--- src/rtl/clk_div_pkg.sv ---
// Shared types and constants for the programmable clock divider controller.
// The optional period counter is enabled with the PERIOD_CNT_EN macro.
package clk_div_pkg;

  typedef enum logic [1:0] {
    IDLE = 2'd0,
    RUN  = 2'd1,
    PEND = 2'd2,
    STOP = 2'd3
  } state_e;

  localparam int     MIN_DIV     = 2;
  localparam state_e RST_STATE   = IDLE;
  localparam logic   RST_CLK_OUT = 1'b0;
  localparam logic   RST_TICK    = 1'b0;
  localparam logic   RST_CFG_ERR = 1'b0;

  // High phase covers the first floor(N/2) counts of the period.
  function automatic logic clk_level(input int unsigned k, input int unsigned n);
    return k < (n >> 1);
  endfunction

endpackage

--- src/rtl/clk_div_core.sv ---
// Period counter with registered clk_out/tick compares and the end-of-period flag.
// The controller tells it whether to keep counting (go_i), whether this edge
// starts counting from IDLE (first_i), and which ratio the next period uses.
module clk_div_core
  import clk_div_pkg::*;
#(
  parameter int W = 8
) (
  input  logic         clk_i,
  input  logic         rst_i,
  input  logic         go_i,
  input  logic         first_i,
  input  logic [W-1:0] div_i,
  input  logic [W-1:0] nxt_div_i,
  output logic         last_o,
  output logic         clk_out_o,
  output logic         tick_o
);

  localparam logic [W-1:0] ONE = W'(1);

  logic [W-1:0] cnt_q, cnt_d;
  logic         clk_q, clk_d;
  logic         tick_q, tick_d;

  // The final count of the current ratio marks the period boundary.
  assign last_o    = (cnt_q == (div_i - ONE));
  assign clk_out_o = clk_q;
  assign tick_o    = tick_q;

  // Next count and the output levels belonging to the count being entered.
  always_comb begin
    cnt_d  = '0;
    clk_d  = RST_CLK_OUT;
    tick_d = RST_TICK;
    if (go_i) begin
      if (first_i || last_o) begin
        cnt_d  = '0;
        clk_d  = clk_level(32'd0, 32'(nxt_div_i));
        tick_d = 1'b1;
      end else begin
        cnt_d  = cnt_q + ONE;
        clk_d  = clk_level(32'(cnt_q + ONE), 32'(div_i));
        tick_d = 1'b0;
      end
    end
  end

  // Counter and output registers; reset takes effect immediately.
  always_ff @(posedge clk_i or posedge rst_i) begin
    if (rst_i) begin
      cnt_q  <= '0;
      clk_q  <= RST_CLK_OUT;
      tick_q <= RST_TICK;
    end else begin
      cnt_q  <= cnt_d;
      clk_q  <= clk_d;
      tick_q <= tick_d;
    end
  end

endmodule

--- src/rtl/clk_div_sched.sv ---
// Run-time programmable integer clock divider controller.
// Ratio changes arrive on a valid/ready port and take effect only at a period
// boundary, so clk_out never shows a runt pulse. Define PERIOD_CNT_EN to add
// the 16-bit completed-period counter output.
module clk_div_sched
  import clk_div_pkg::*;
#(
  parameter int W       = 8,
  parameter int DEF_DIV = 4
) (
  input  logic         clk_in,
  input  logic         rst,
  input  logic         en,
  input  logic         cfg_valid,
  output logic         cfg_ready,
  input  logic [W-1:0] cfg_div,
  output logic         cfg_err,
  output logic [W-1:0] cur_div,
  output logic         clk_out,
  output logic         tick,
  output logic         busy
`ifdef PERIOD_CNT_EN
  ,
  output logic [15:0]  period_cnt
`endif
);

  localparam logic [W-1:0] DEF_DIV_W = W'(DEF_DIV);
  localparam logic [W-1:0] MIN_DIV_W = W'(MIN_DIV);

  state_e       state_q, state_d;
  logic [W-1:0] cur_div_q, cur_div_d;
  logic [W-1:0] pend_div_q, pend_div_d;
  logic         pend_vld_q, pend_vld_d;
  logic         cfg_err_q, cfg_err_d;
  logic         accept, legal, last, go, first;

  assign cfg_ready = (state_q != PEND);
  assign busy      = (state_q != IDLE);
  assign cur_div   = cur_div_q;
  assign cfg_err   = cfg_err_q;
  assign accept    = cfg_valid & cfg_ready;
  assign legal     = (cfg_div >= MIN_DIV_W);
  assign go        = (state_d != IDLE);
  assign first     = (state_q == IDLE);

  // Next state, ratio bookkeeping and the illegal-ratio flag.
  always_comb begin
    state_d    = state_q;
    cur_div_d  = cur_div_q;
    pend_div_d = pend_div_q;
    pend_vld_d = pend_vld_q;
    cfg_err_d  = accept & ~legal;
    case (state_q)
      IDLE: begin
        if (accept && legal) cur_div_d = cfg_div;
        if (en) state_d = RUN;
      end
      default: begin
        if (last) begin
          // Boundary: a waiting ratio applies now; one accepted on this very
          // edge is newer and wins.
          if (pend_vld_q) cur_div_d = pend_div_q;
          if (accept && legal) cur_div_d = cfg_div;
          pend_vld_d = 1'b0;
          state_d    = en ? RUN : IDLE;
        end else begin
          if (accept && legal) begin
            pend_div_d = cfg_div;
            pend_vld_d = 1'b1;
          end
          if (!en)             state_d = STOP;
          else if (pend_vld_d) state_d = PEND;
          else                 state_d = RUN;
        end
      end
    endcase
  end

  // Controller state; reset discards any pending ratio.
  always_ff @(posedge clk_in or posedge rst) begin
    if (rst) begin
      state_q    <= RST_STATE;
      cur_div_q  <= DEF_DIV_W;
      pend_div_q <= DEF_DIV_W;
      pend_vld_q <= 1'b0;
      cfg_err_q  <= RST_CFG_ERR;
    end else begin
      state_q    <= state_d;
      cur_div_q  <= cur_div_d;
      pend_div_q <= pend_div_d;
      pend_vld_q <= pend_vld_d;
      cfg_err_q  <= cfg_err_d;
    end
  end

  clk_div_core #(
    .W(W)
  ) u_core (
    .clk_i     (clk_in),
    .rst_i     (rst),
    .go_i      (go),
    .first_i   (first),
    .div_i     (cur_div_q),
    .nxt_div_i (cur_div_d),
    .last_o    (last),
    .clk_out_o (clk_out),
    .tick_o    (tick)
  );

`ifdef PERIOD_CNT_EN
  logic [15:0] period_cnt_q;
  logic        seen_tick_q;

  assign period_cnt = period_cnt_q;

  // Count every tick except the very first since reset; wraps naturally.
  always_ff @(posedge clk_in or posedge rst) begin
    if (rst) begin
      period_cnt_q <= 16'd0;
      seen_tick_q  <= 1'b0;
    end else if (tick) begin
      if (seen_tick_q) period_cnt_q <= period_cnt_q + 16'd1;
      seen_tick_q <= 1'b1;
    end
  end
`endif

endmodule

--- config.mk ---
export PLATFORM = sky130hd
export DESIGN_NAME = clk_div_sched
export DESIGN_NICKNAME = d
export VERILOG_FILES = /design/src/rtl/clk_div_pkg.sv /design/src/rtl/clk_div_core.sv /design/src/rtl/clk_div_sched.sv
export SDC_FILE = /design/constraint.sdc
export NUM_CORES = 1
export LEC_CHECK = 0
export ABC_AREA = 1
export CORE_ASPECT_RATIO = 1.5
export CORE_UTILIZATION = 51
export CTS_CLUSTER_DIAMETER = 100
export DETAILED_ROUTE_END_ITERATION = 16
export PLACE_DENSITY = 0.77
export SLEW_MARGIN = 20
export SYNTH_ARGS = -nofsm -noshare
export SYNTH_HDL_FRONTEND = slang
export SYNTH_SLANG_ARGS = --single-unit
--- constraint.sdc ---
create_clock -name clk_in -period 1.8 [get_ports clk_in]
set_input_delay 0.18 -clock clk_in [delete_from_list [all_inputs] [get_ports clk_in]]
set_output_delay 0.18 -clock clk_in [all_outputs]
set_load 0.01 [all_outputs]
## Yosys cells after proc, flatten, opt, wreduce, memory -nomap -nowiden

Cells that the tools add are included.

| storage, ports and cells | value |
|---|---|
| register bits after elaboration | 30 |
| input bits | 12 |
| output and inout port bits | 13 |
| logic and storage cells | 53 |

| operators by class | value |
|---|---|
| $add $sub $neg | 3 |
| $lt $le $gt $ge | 3 |
| eq/ne operators | 4 |
| multiplexer cells | 21 |
| bitwise operators | 5 |
| reductions and logical operators | 8 |

Operators with widths:

| cell | count |
|---|---|
| $mux W8 | 7 |
| $lt A32 B7 Y1 | 1 |
| $mux W2 | 5 |
| $add A8 B1 Y9 const B | 1 |
| $mux W1 | 9 |
| $add A8 B1 Y8 const B | 1 |
| $eq A8 B8 Y1 | 1 |
| $ge A8 B2 Y1 const B | 1 |
| $sub A8 B1 Y8 const B | 1 |
| $lt A1 B7 Y1 const A | 1 |
| $reduce_and A3 Y1 | 2 |
| $reduce_bool A2 Y1 | 3 |
| $ne A2 B2 Y1 const B | 2 |
| $ne A3 B3 Y1 const B | 1 |
| $not A1 Y1 | 3 |
| $and A1 B1 Y1 | 2 |
| $logic_not A2 Y1 | 1 |
| $logic_and A1 B1 Y1 | 1 |
| $logic_or A1 B1 Y1 | 1 |

## Depth between registers and ports, before layout

Gate-level depths: netlist of the first run.

| logic depth | value |
|---|---|
| word-level depth | 12 |
| mapped depth | 18 |
| mapped depth without buffers | 18 |

## Hierarchy

From an unflattened synthesis of the first run, not the netlist that was laid out.

| second synthesis, totals | value |
|---|---|
| cell total of the unflattened synthesis | 343 |
| area total of the unflattened synthesis | 2243.4 um^2 |

Modules (own cells, without submodules):

| module | instances | cells an instance | area each (um^2) | sequential area each (um^2) |
|---|---|---|---|---|
| clk_div_sched | 1 | 184 | 1219.9 | 503.0 |
| clk_div_core | 1 | 159 | 1023.5 | 250.2 |

## Worst setup path before layout of the first run

No wires, ideal clock.

| timing | value |
|---|---|
| path kind | register to register |
| start point | register cur_div_q[0] (netlist: cur_div[0]) |
| end point | register pend_div_q[3] |
| library setup time | 125 ps |
| arrival time | 1897 ps |
| required time | 1675 ps |
| path slack | -222 ps |
| cell stages (with the launch flop) | 14 |
| buffers on the path | 0 |
| period minus slack after synthesis | 2022 ps |
| cells stage by stage | dfrtp_1 inv_1 ha_1 nand2_2 nor2_2 nand3_1 nand2_2 nand2_1 inv_1 nand3_2 nand2_2 inv_2 nand2_4 mux2_4 |

| between the ends | value |
|---|---|
| word-level cells in the longest chain between the ends | 4 |

RTL lines:

| item | line | RTL |
|---|---|---|
| from (decl) | clk_div_sched.sv:32 | `logic [W-1:0] cur_div_q, cur_div_d;` |
| from (signal assigned) | clk_div_sched.sv:90 | `cur_div_q <= cur_div_d;` |
| $sub A8 B1 Y8 | clk_div_core.sv:27 | `assign last_o = (cnt_q == (div_i - ONE));` |
| $eq A8 B8 Y1 | clk_div_core.sv:27 |  |
| $not A1 Y1 (no line) | n/a |  |
| $reduce_and A3 Y1 (no line) | n/a |  |
| to (signal assigned) | clk_div_sched.sv:91 | `pend_div_q <= pend_div_d;` |
| to (decl) | clk_div_sched.sv:33 | `logic [W-1:0] pend_div_q, pend_div_d;` |

No other way between the ends.
A chain may end at the register's enable or synchronous reset.

## Final worst setup path of the first run

| timing | value |
|---|---|
| start point | register cur_div_q[1] (netlist: cur_div[1]) |
| end point | register u_core.clk_q (netlist: u_core.clk_out_o) |

| between the ends | value |
|---|---|
| word-level cells in the longest chain between the ends | 7 |

RTL lines:

| item | line | RTL |
|---|---|---|
| $sub A8 B1 Y8 | clk_div_core.sv:27 |  |
| $eq A8 B8 Y1 | clk_div_core.sv:27 |  |
| $mux W8 | clk_div_sched.sv:60 | `if (last) begin` |
| $mux W8 | clk_div_sched.sv:54 | `case (state_q)` |
| net cur_div_d[5] | clk_div_sched.sv:32 |  |
| $lt A1 B7 Y1 | clk_div_pkg.sv:20 | `return k < (n >> 1);` |
| $mux W1 | clk_div_core.sv:37 | `if (first_i \|\| last_o) begin` |
| $mux W1 | clk_div_core.sv:36 | `if (go_i) begin` |
| net u_core.clk_d | clk_div_core.sv:23 | `logic clk_q, clk_d;` |
| to (signal assigned) | clk_div_core.sv:57 | `clk_q <= clk_d;` |
| to (decl) | clk_div_core.sv:23 |  |

The timed path passes the listed nets, and every way through them passes these cells. The select of a mux whose other input is x is not followed.

==> impl_metrics.sql, run 1 <==
INSERT INTO impl_metrics (metric_group, metric, value, unit) VALUES
('run_status', 'outcome', 'finished, violations left', ''),
('run_status', 'failing_checks', 'negative setup slack', ''),
('floorplan', 'floorplan.core_area', '3990', 'um^2'),
('cts', 'htree_levels', '2', ''),
('routing', 'avg_wl_per_cell', '17.7', 'um'),
('placed_design', 'port_buffers', '24', ''),
('yosys', 'yosysWarnings', '0', ''),
('cts', 'cts_inserted_buffers', '5', ''),
('global_routing', 'first_global_vias', '2473', ''),
('setup_path', 'worstRegToRegCells', '16', ''),
('sta', 'tightest_slew', '395', 'ps'),
('setup_path', 'required', '1970', 'ps'),
('yosys', 'synth.net_count', '336', ''),
('setup_path', 'crit_slowest_cell', 'dfrtp_2', ''),
('floorplan', 'design.portCount', '25', ''),
('sta', 'hold-worst-slack', '275', 'ps'),
('cts', 'ctsLongestPathBuffers', '2', ''),
('final_layout', 'post-route-cell-area', '3430', 'um^2'),
('setup_path', 'cp_cell_sequence', 'inv_2 -> ha_4 -> nand2_1 -> nand2_2 -> nor2_4 -> nand2_2 -> nor2_2 -> nand3_2 -> nor2_4 -> nand2_2 -> nand3_2 -> nand2_4 -> nor2_4 -> nand2_2 -> nor2_2 -> nor2_1', ''),
('floorplan', 'fp.dieArea', '4520', 'um^2'),
('sta', 'fin_skew', '7.18', 'ps'),
('sta', 'count_of_final_setup_violators', '29', ''),
('placed_design', 'dp.final_hpwl', '4470', 'um'),
('final_layout', 'mostFrequentLayoutCell', 'nand2_1', ''),
('setup_path', 'path_buf_inv', '1', ''),
('pwr', 'total_leakage_power', '1.72', 'nW'),
('cts', 'clockRootBuffer', 'clkbuf_8', ''),
('sta', 'timing.slew.headroom', '73.7', '%'),
('yosys', 'ys_async_sr_fraction', '100', '%'),
('setup_path', 'worstSetupStartpointType', 'flop', ''),
('sta', 'finalCritPeriodShare', '132', '%'),
('setup_path', 'critical_path_arrival', '2550', 'ps'),
('routing', 'drt-vias-per-instance', '5.71', ''),
('routing', 'drt-total-wl', '8120', 'um'),
('setup_path', 'setup.worst_path.class', 'reg2reg', ''),
('final_layout', 'antenna-diode-count', '0', ''),
('setup_path', 'critical_path.reg2reg.startpoint', 'cur_div[1]', ''),
('routing', 'drt-pass1-iter-count', '7', ''),
('floorplan', 'core.rowCount', '28', ''),
('setup_path', 'timing.critical_path.mode_cell', 'nand2_2', ''),
('setup_path', 'rr_endpoint', 'u_core.clk_out_o', ''),
('run', 'drv.max_cap_violation_count', '0', ''),
('final_layout', 'n_fill_cell', '220', ''),
('sta', 'finalWorstSetupSlack', '-583', 'ps'),
('sta', 'timing.final.hold_violations', '0', ''),
('yosys', 'synth-seq-area-share', '34.8', '%'),
('global_routing', 'grt_max_degree', '31', ''),
('setup_path', 'crit_path_max_fanout', '5', ''),
('pwr', 'worst_ir_drop_vdd', '1.31', 'mV'),
('placed_design', 'gp_congestion', '0.937', ''),
('yosys', 'yosys_most_used_dff', 'dfrtp_1', ''),
('setup_path', 'timing.critical_path.slowest_cell_delay', '430', 'ps'),
('yosys', 'synth.avg_cell_area', '6.86', 'um^2'),
('yosys', 'syn-instance-count', '316', ''),
('routing', 'final_antenna_net_count', '0', ''),
('yosys', 'synth_edf_count', '0', ''),
('final_layout', 'final_layout_size_suffix_gt1_share', '44.1', '%'),
('yosys', 'netlist-cell-type-count', '33', ''),
('sta', 'final.min_clock_period', '2380', 'ps'),
('routing', 'drt_iter0_markers', '145', ''),
('cts', 'clock_tree_from_tritoncts', 'done', ''),
('yosys', 'synth_area', '2170', 'um^2'),
('cts', 'clock_insertion_delay_worst_skew', '290', 'ps'),
('sta', 'fmax', '0.420', 'GHz'),
('final_layout', 'syn2layout_area_growth', '58.1', '%'),
('sta', 'count_of_pins_over_their_slew_limit', '0', ''),
('cts', 'worst_setup_hold_path_clk_slew', '70', 'ps'),
('floorplan', 'floorplan.die.width', '55.2', 'um'),
('global_routing', 'globalRouteOverflowTotal', '0', ''),
('placed_design', 'detailed_place.area', '2930', 'um^2'),
('pwr', 'pwr_density_cell', '1950', 'nW/um^2');
## routing by layer
metal	global-route usage, %	vias to the layer above	wire length, um
met5	0	-	0
met4	19.8	0	610
met3	6.30	60	493
met2	59.8	155	4180
met1	29.8	1220	2840
li1	-	1192	-
## cell type report
| cell class | instances | area, um^2 | share of cell area, % |
|---|---|---|---|
| Clock inverter | 1 | 5.00 | 0.146 |
| Tap cell | 45 | 56.3 | 1.64 |
| Inverter | 53 | 205 | 5.99 |
| Sequential cell | 30 | 756 | 22.1 |
| Multi-Input combinational cell | 228 | 1480 | 43.2 |
| Timing Repair Buffer | 96 | 837 | 24.4 |
| Clock buffer | 7 | 86.3 | 2.52 |
## registers in the layout, indices dropped and copies added, names as in the netlist
signal / count
cfg_err: 1
cur_div: 8
u_core.tick_o: 1
pend_div_q: 8
state_q: 2
pend_vld_q: 1
u_core.clk_out_o: 1
u_core.cnt_q: 8
## metrics by stage
stage / std cells / utilization [%] / TNS [ps] / power (mW)
final: 460 / 85.8 / -6420 / 6.68
after global routing: 460 / 85.8 / -9080 / 7.08
after CTS: 454 / 79.6 / -1790 / 5.68
after detailed placement: 442 / 73.3 / -3340 / 4.77
after global placement: 442 / 73.3 / -2560 / 4.67
after floorplan: 316 / - / -367 / 3.31
## report_power, final
group          internal [mW]  switching [mW]  total, mW
logic                   2.15            2.69       4.84
clock network          0.308           0.264      0.572
registers              0.992           0.272       1.26
## worst max-delay path by stage
stage / start / to / slack (ps) / cells after the start
final: cur_div[1] / u_core.clk_out_o / -580 / 16
after global routing: cur_div[1] / u_core.clk_out_o / -650 / 16
after CTS: cur_div[1] / u_core.clk_out_o / -280 / 17
after detailed placement: cur_div[1] / u_core.clk_out_o / -330 / 17
after global placement: cur_div[1] / u_core.clk_out_o / -310 / 16
after floorplan: cur_div[0] / u_core.clk_out_o / -150 / 17
## worst reg2reg max path: stages, from the launching register on
cell     delay, ps
dfrtp_2        430
inv_2          100
ha_4           210
nand2_1         80
nand2_2         80
nor2_4         140
nand2_2         80
nor2_2         120
nand3_2        120
nor2_4         240
nand2_2         90
nand3_2        100
nand2_4         70
nor2_4         170
nand2_2         80
nor2_2         110
nor2_1          60
## kinds of logic after synthesis
group | after synthesis | synth area share, %
AOI/OAI and AO/OA | 41 | 11.1
adders and majority gates | 8 | 4.62
DFF | 30 | 34.8
buffers and inverters | 58 | 10.5
muxes | 2 | 1.39
and+or+nand+nor | 171 | 35.2
xor gates and xnor gates | 6 | 2.42
## cell usage after synthesis (7+ instances only)
| library cell | number | area, um^2 |
|---|---|---|
| inv_1 | 45 | 169 |
| nand2_2 | 13 | 81.3 |
| a21oi_1 | 14 | 70.1 |
| inv_2 | 7 | 26.3 |
| nor2_1 | 37 | 139 |
| dfrtp_1 | 28 | 701 |
| ha_1 | 8 | 100 |
| nand2_1 | 81 | 304 |
| nand3_1 | 25 | 125 |
| o21ai_0 | 11 | 55.1 |
## repair_timing
item / in CTS / in global routing
buffers inserted: 5 / 8
hold buffers: 0 / 0
pin swaps: 16 / 26
gates resized for setup: 38 / 60
setup endpoints to repair: 23 / 30
cloned: 0 / 0
No activity file was read; power rests on OpenSTA's default activity.
==> run 2: changes to the inputs <==
Settings changed: CTS_CLUSTER_DIAMETER 100 to 120, PLACE_DENSITY 0.77 to 0.76, SYNTH_HIERARCHICAL set to 1.
==> run 2 against run 1 <==
Compared with the run above:
- the flow still finishes with violations (negative setup slack)
- final cell count rose by 6.1%
- worst hold slack got worse by 110 ps
- sequential cell count did not move
- register-to-register slack improved by 70 ps
- critical path type unchanged
- largest power group is now sequential cells
==> impl_metrics.sql, run 2 <==
INSERT INTO impl_metrics (metric_group, metric, value, unit) VALUES
('setup_path', 'critical_path.reg2reg.startpoint', 'cur_div[1]', ''),
('cts', 'ctsLongestPathBuffers', '2', ''),
('setup_path', 'setup.worst_path.class', 'reg2reg', ''),
('sta', 'count_of_final_setup_violators', '28', ''),
('floorplan', 'core.rowCount', '29', ''),
('pwr', 'total_leakage_power', '1.84', 'nW'),
('cts', 'cts_hold_buf', '0', ''),
('final_layout', 'final_layout_size_suffix_gt1_share', '33.5', '%'),
('pwr', 'pwr-share-seq', '47.6', '%'),
('final_layout', 'nets', '461', ''),
('yosys', 'synth.net_count', '363', ''),
('sta', 'count_of_pins_over_their_slew_limit', '0', ''),
('yosys', 'synth-seq-area-share', '33.6', '%'),
('global_routing', 'number_of_antenna_violations_at_the_first_check_in_global_routing', '0', ''),
('sta', 'grt_setup_unrepaired', 'true', ''),
('yosys', 'synth.top_cells.by_area', 'dfrtp_1 31%, nand2_1 24%, inv_1 8.2%, nand3_1 5.8%, ha_1 4.5%', ''),
('sta', 'timing.final.hold_violations', '0', ''),
('pwr', 'worst_ir_drop_vdd', '0.585', 'mV'),
('placed_design', 'gp_congestion', '0.857', ''),
('global_routing', 'first_global_vias', '2576', ''),
('floorplan', 'floorplan.die.width', '56.2', 'um'),
('sta', 'final.min_clock_period', '2310', 'ps'),
('cts', 'htree_levels', '2', ''),
('final_layout', 'most-common-layout-cells', '125 x nand2_1, 67 x buf_4, 42 x inv_1', ''),
('yosys', 'synth.avg_cell_area', '6.54', 'um^2'),
('floorplan', 'fp.dieArea', '4670', 'um^2'),
('setup_path', 'crit_path_max_fanout', '8', ''),
('cts', 'clock-sinks', '30', ''),
('sta', 'finalWorstSetupSlack', '-510', 'ps'),
('yosys', 'synth-seq-cells', '30', ''),
('setup_path', 'worstRegToRegCells', '19', ''),
('sta', 'tightest_slew', '453', 'ps'),
('yosys', 'syn-instance-count', '343', ''),
('pwr', 'combinationalPowerShare', '12.8', '%'),
('final_layout', 'finish.utilization', '79.7', '%'),
('yosys', 'synthMostInstantiatedCell', 'nand2_1', ''),
('global_routing', 'grt_max_degree', '21', ''),
('cts', 'clockRootBuffer', 'clkbuf_8', ''),
('yosys', 'synth_area', '2240', 'um^2'),
('floorplan', 'design.portCount', '25', ''),
('floorplan', 'floorplan.core_area', '4210', 'um^2'),
('run', 'drv.max_cap_violation_count', '0', ''),
('routing', 'drt-vias-per-instance', '5.29', ''),
('sta', 'finalCritPeriodShare', '128', '%'),
('cts', 'worst_setup_hold_path_clk_slew', '80', 'ps'),
('routing', 'via_count', '2581', ''),
('routing', 'drt-pass1-iter-count', '4', ''),
('run_status', 'failing_checks', 'negative setup slack', ''),
('routing', 'drt-total-wl', '7450', 'um'),
('routing', 'final_antenna_net_count', '0', ''),
('pwr', 'power.internal', '1.09', 'mW'),
('cts', 'clock_tree_from_tritoncts', 'done', ''),
('final_layout', 'stdcell_count', '488', ''),
('placed_design', 'total_placed_cells_including_tap_cells', '469', ''),
('yosys', 'synth_edf_count', '0', ''),
('routing', 'avg_wl_per_cell', '15.3', 'um'),
('cts', 'clock_insertion_delay_worst_skew', '310', 'ps'),
('setup_path', 'end_kind', 'flop', ''),
('hold_path', 'timing.hold.worst.class', 'in2async', ''),
('sta', 'timing.slew.headroom', '69.8', '%'),
('routing', 'remaining_drc_errors', '0', ''),
('cts', 'cts_inserted_buffers', '5', ''),
('pwr', 'pwr_density_cell', '449', 'nW/um^2'),
('sta', 'fmax', '0.433', 'GHz'),
('yosys', 'synth_top_cell_area_share', '31.2', '%'),
('floorplan', 'die_height', '83.2', 'um'),
('yosys', 'yosysWarnings', '6', ''),
('setup_path', 'worstSetupStartpointType', 'flop', ''),
('run_status', 'outcome', 'finished, violations left', ''),
('pwr', 'power.switching', '0.413', 'mW'),
('setup_path', 'r2r_setup_slack', '-510', 'ps'),
('placed_design', 'post-place-ws', '-400', 'ps'),
('final_layout', 'area_taken_by_multi_input_logic_gates', '1440', 'um^2'),
('global_routing', 'globalRouteOverflowTotal', '0', ''),
('setup_path', 'rr_endpoint', 'u_core/clk_out_o', ''),
('pwr', 'power.share.switching', '27.4', '%'),
('floorplan', 'initial_core_util', '53.3', '%'),
('placed_design', 'port_buffers', '24', ''),
('final_layout', 'antenna-diode-count', '0', ''),
('final_layout', 'layout.area.seq', '757', 'um^2'),
('setup_path', 'required', '1990', 'ps'),
('placed_design', 'dp.final_hpwl', '4670', 'um'),
('routing', 'drt_iter0_markers', '121', ''),
('yosys', 'synth.largest_area_cell', 'dfrtp_1', ''),
('final_layout', 'mostFrequentLayoutCell', 'nand2_1', ''),
('yosys', 'netlist-cell-type-count', '31', ''),
('sta', 'hold-worst-slack', '168', 'ps'),
('sta', 'fin_skew', '18.0', 'ps'),
('final_layout', 'n_fill_cell', '280', ''),
('yosys', 'synthTopCellsByCount', '144 x nand2_1, 49 x inv_1, 28 x dfrtp_1', ''),
('global_routing', 'total_global_route_track_usage', '31.2', '%'),
('setup_path', 'critical_path_arrival', '2500', 'ps'),
('pwr', 'power_frac_clock', '39.7', '%'),
('yosys', 'yosys_most_used_dff', 'dfrtp_1', ''),
('global_routing', 'global_route_wire_length_before_repair', '11300', 'um'),
('yosys', 'ys_async_sr_fraction', '100', '%'),
('final_layout', 'syn2layout_area_growth', '49.5', '%');
[run 2: cell count changes after synthesis, moves of 4 or more]
cell | before | now
a21oi_1 | 14 | 2
o21ai_0 | 11 | 18
inv_2 | 7 | 3
inv_1 | 45 | 49
nand2_1 | 81 | 144
nor2_1 | 37 | 23
nand2_2 | 13 | 2
[run 2: repair_timing]
item	in CTS	in global routing
gates resized for setup	26	25
endpoints found under the setup margin	27	30
gates cloned	2	0
buffers inserted	7	2
pin swaps	10	13
[run 2: worst max-delay path by stage]
stage                     from               end  slack [ps]  cells past startpoint
global route        cur_div[1]  u_core/clk_out_o        -580                     19
floorplan           cur_div[0]  u_core/clk_out_o        -460                     20
CTS                 cur_div[1]  u_core/clk_out_o        -370                     19
global placement    cur_div[1]  u_core/clk_out_o        -330                     19
finish              cur_div[1]  u_core/clk_out_o        -510                     19
detailed placement  cur_div[1]  u_core/clk_out_o        -400                     18
[run 2: metrics by stage]
stage | cell area [um^2] | power (mW) | TNS [ps]
final | 3350 | 1.51 | -4880
after CTS | 3250 | 1.47 | -3030
after detailed placement | 3000 | 0.893 | -6070
after floorplan | 2280 | 0.818 | -4460
after global routing | 3350 | 1.57 | -7600
after global placement | 3000 | 0.885 | -4570
[run 2: worst max-delay path: stages, from the launching register on]
cell	delay, ps
dfrtp_2	370
inv_2	50
ha_4	270
inv_2	30
nand2_2	60
nand2_2	50
nor2_2	70
nand3_1	80
nor2_2	150
nand3_4	100
inv_4	100
inv_6	50
nand2_2	50
nand2_1	40
nand2_1	90
nand2_2	100
nor4_4	280
nand2_1	100
nand3_2	70
nand2_1	50
[run 2: logic make-up (layout without fill, tap and decap cells)]
group	Yosys count	after routing	share of synthesized area (%)
xor+xnor	10	10	4.24
simple gates	210	211	39.7
fa+ha+maj	8	8	4.46
buf+inv	59	157	10.5
flops	30	30	33.6
compound gates	26	26	7.53
[run 2: final cells by class]
cell class                      count  share of cell area (%)
Clock inverter                      2                   0.373
Timing Repair Buffer               95                    23.7
Multi-Input combinational cell    255                    42.8
Sequential cell                    30                    22.6
Inverter                           54                    6.38
Clock buffer                        6                    2.46
Tap cell                           46                    1.72
[run 2: routing by layer]
| metal | GRT usage [%] | part of all wire, % | vias to the layer above |
|---|---|---|---|
| met5 | 0 | 0 | - |
| met4 | 25.9 | 7.7 | 0 |
| met3 | 4.98 | 3.5 | 50 |
| met2 | 56.7 | 54 | 101 |
| met1 | 29.5 | 35 | 1184 |
| li1 | - | - | 1246 |
[run 2: power groups by stage]
stage	clock network (mW)	registers (mW)	logic [mW]
2_1_floorplan	0	0.722	0.0965
3_3_place_gp	0	0.724	0.162
3_5_place_dp	0	0.725	0.168
4_1_cts	0.581	0.714	0.179
5_1_grt	0.639	0.718	0.212
6_report	0.598	0.717	0.192
==> run 3: changes to the inputs <==
Settings changed: CORE_UTILIZATION 51 to 40, PLACE_DENSITY 0.76 to not set.
==> run 3 against run 2 <==
Compared with the run above:
- worst hold slack better by 39 ps
- sequential power about the same
- global-route usage down 9.5 points
- count of clock-buffer cells in the layout rose by 2
- the flow still finishes with violations (negative setup slack)
- total power decreased by 2.5%
- register-to-register slack improved by 150 ps
==> impl_metrics.sql, run 3 (same netlist as run 2, synthesis figures left out) <==
INSERT INTO impl_metrics (metric_group, metric, value, unit) VALUES
('cts', 'worst_setup_hold_path_clk_slew', '70', 'ps'),
('global_routing', 'first_global_vias', '2310', ''),
('setup_path', 'r2r_setup_slack', '-360', 'ps'),
('final_layout', 'syn2layout_area_growth', '51.7', '%'),
('floorplan', 'floorplan.core_area', '5450', 'um^2'),
('global_routing', 'globalRouteOverflowTotal', '0', ''),
('floorplan', 'floorplan.die.width', '63.1', 'um'),
('sta', 'timing.slew.headroom', '69.7', '%'),
('routing', 'drt-pass1-iter-count', '4', ''),
('setup_path', 'timing.critical_path.mode_cell', 'nand2_1', ''),
('cts', 'cts_hold_buf', '0', ''),
('run_status', 'failing_checks', 'negative setup slack', ''),
('sta', 'finalCritPeriodShare', '120', '%'),
('final_layout', 'stdcell_count', '508', ''),
('setup_path', 'setup.worst_path.class', 'reg2reg', ''),
('placed_design', 'port_buffers', '24', ''),
('setup_path', 'crit_path_max_fanout', '5', ''),
('final_layout', 'mostFrequentLayoutCell', 'nand2_1', ''),
('cts', 'clock_insertion_delay_worst_skew', '280', 'ps'),
('routing', 'drt_iter0_markers', '39', ''),
('cts', 'clock-sinks', '30', ''),
('setup_path', 'rr_endpoint', 'u_core/clk_out_o', ''),
('cts', 'clock_tree_from_tritoncts', 'done', ''),
('run_status', 'outcome', 'finished, violations left', ''),
('placed_design', 'total_placed_cells_including_tap_cells', '493', ''),
('setup_path', 'timing.critical_path.slowest_cell_delay', '430', 'ps'),
('sta', 'count_of_pins_over_their_slew_limit', '0', ''),
('routing', 'drt-total-wl', '6190', 'um'),
('setup_path', 'worstSetupStartpointType', 'flop', ''),
('floorplan', 'design.portCount', '25', ''),
('floorplan', 'fp.dieArea', '5920', 'um^2'),
('pwr', 'worst_ir_drop_vdd', '0.464', 'mV'),
('sta', 'finalWorstSetupSlack', '-356', 'ps'),
('setup_path', 'path_buf_inv', '5', ''),
('hold_path', 'timing.hold.worst.class', 'in2async', ''),
('floorplan', 'die_height', '93.7', 'um'),
('final_layout', 'antenna-diode-count', '0', ''),
('setup_path', 'required', '1980', 'ps'),
('placed_design', 'dp.final_hpwl', '4610', 'um'),
('placed_design', 'gp_congestion', '0.829', ''),
('global_routing', 'number_of_antenna_violations_at_the_first_check_in_global_routing', '0', ''),
('routing', 'final_antenna_net_count', '0', ''),
('floorplan', 'core.rowCount', '33', ''),
('setup_path', 'end_kind', 'flop', ''),
('cts', 'htree_levels', '2', ''),
('run', 'drv.max_cap_violation_count', '0', ''),
('sta', 'timing.final.hold_violations', '0', ''),
('setup_path', 'critical_path.reg2reg.startpoint', 'cur_div[1]', ''),
('setup_path', 'cpLargestDelayFamily', 'simple AND/OR/NAND/NOR gates', ''),
('sta', 'final.min_clock_period', '2160', 'ps'),
('setup_path', 'crit_slowest_cell', 'dfrtp_2', ''),
('setup_path', 'worstRegToRegCells', '20', ''),
('pwr', 'pwr_density_cell', '431', 'nW/um^2'),
('routing', 'avg_wl_per_cell', '12.2', 'um'),
('pwr', 'power', '1.47', 'mW'),
('global_routing', 'grt_max_degree', '21', ''),
('cts', 'cts_inserted_buffers', '5', ''),
('global_routing', 'global_route_wire_length_before_repair', '10000', 'um'),
('setup_path', 'critical_path_arrival', '2330', 'ps'),
('floorplan', 'initial_core_util', '41.2', '%'),
('sta', 'fin_skew', '5.79', 'ps'),
('sta', 'tightest_slew', '454', 'ps'),
('sta', 'grt_setup_unrepaired', 'true', ''),
('setup_path', 'cp_cell_sequence', 'inv_2 -> ha_4 -> inv_2 -> nand2_2 -> nand2_2 -> nor2_2 -> nand3_1 -> nor2_2 -> nand3_4 -> inv_6 -> buf_6 -> buf_12 -> nand2_1 -> nand2_1 -> nand2_1 -> nand2_2 -> nor3_2 -> nand2_1 -> nand3_2 -> nand2_1', ''),
('cts', 'ctsLongestPathBuffers', '2', ''),
('final_layout', 'nets', '457', ''),
('final_layout', 'most-common-layout-cells', '123 x nand2_1, 58 x buf_4, 41 x inv_1', ''),
('final_layout', 'final_layout_size_suffix_gt1_share', '34.2', '%'),
('routing', 'drt-vias-per-instance', '4.66', ''),
('routing', 'via_count', '2367', ''),
('final_layout', 'finish.utilization', '62.4', '%'),
('sta', 'fmax', '0.464', 'GHz'),
('pwr', 'total_leakage_power', '1.82', 'nW'),
('sta', 'count_of_final_setup_violators', '26', ''),
('global_routing', 'total_global_route_track_usage', '21.7', '%'),
('routing', 'remaining_drc_errors', '0', ''),
('cts', 'clockRootBuffer', 'clkbuf_8', '');
-- run 3: stage by stage --
step                      setup TNS (ps)  hold slack [ps]  setup WS, ps  instance area [um^2]
after detailed placement           -5810              459          -416                  3030
final                              -4810              208          -356                  3400
after global placement             -4850              454          -356                  3030
after CTS                          -2880              207          -339                  3190
after floorplan                    -4460             20.2          -461                  2280
after global routing               -8990              257          -536                  3400
-- run 3: timing repair --
| item | in CTS | in global routing |
|---|---|---|
| pin swaps | 3 | 23 |
| buffers inserted | 3 | 3 |
| gates resized for setup | 14 | 49 |
| cloned | 0 | 2 |
| setup endpoints to repair | 25 | 30 |
-- run 3: worst register-to-register path, cell delays in order, from the launching register on --
cell and delay (ps):
dfrtp_2 430, inv_2 90, ha_4 210, inv_2 50, nand2_2 40, nand2_2 60
nor2_2 30, nand3_1 80, nor2_2 50, nand3_4 70, inv_6 50, buf_6 110
buf_12 120, nand2_1 70, nand2_1 60, nand2_1 70, nand2_2 70, nor3_2 200
nand2_1 90, nand3_2 60, nand2_1 50
-- run 3: power by group --
group	internal, mW	leakage (nW)	switching [mW]
clock network	0.311	0.0455	0.252
logic	0.0875	1.41	0.102
registers	0.701	0.367	0.0148
total	1.10	1.82	0.369
-- run 3: worst max path at each step --
stage                  endpoint  depth (start not counted)  startpoint
2_1_floorplan  u_core/clk_out_o                         20  cur_div[0]
3_3_place_gp   u_core/clk_out_o                         19  cur_div[1]
3_5_place_dp   u_core/clk_out_o                         19  cur_div[1]
4_1_cts        u_core/clk_out_o                         19  cur_div[1]
5_1_grt        u_core/clk_out_o                         19  cur_div[1]
6_report       u_core/clk_out_o                         20  cur_div[1]
-- run 3: metal layers --
metal / vias up / share of wire (%) / GRT usage [%]
li1: 1240 / - / -
met1: 1089 / 37 / 20.7
met2: 30 / 59 / 45.2
met3: 8 / 1.7 / 2.91
met4: 0 / 1.6 / 7.95
met5: - / 0 / 0
-- run 3: area by class of cell --
cell class	count	area [um^2]
sequential	30	758
multi-input combinational	255	1440
tap	70	87.6
fill	532	2050
inverter	54	216
timing repair buffer	91	808
clock buffer	8	90.1
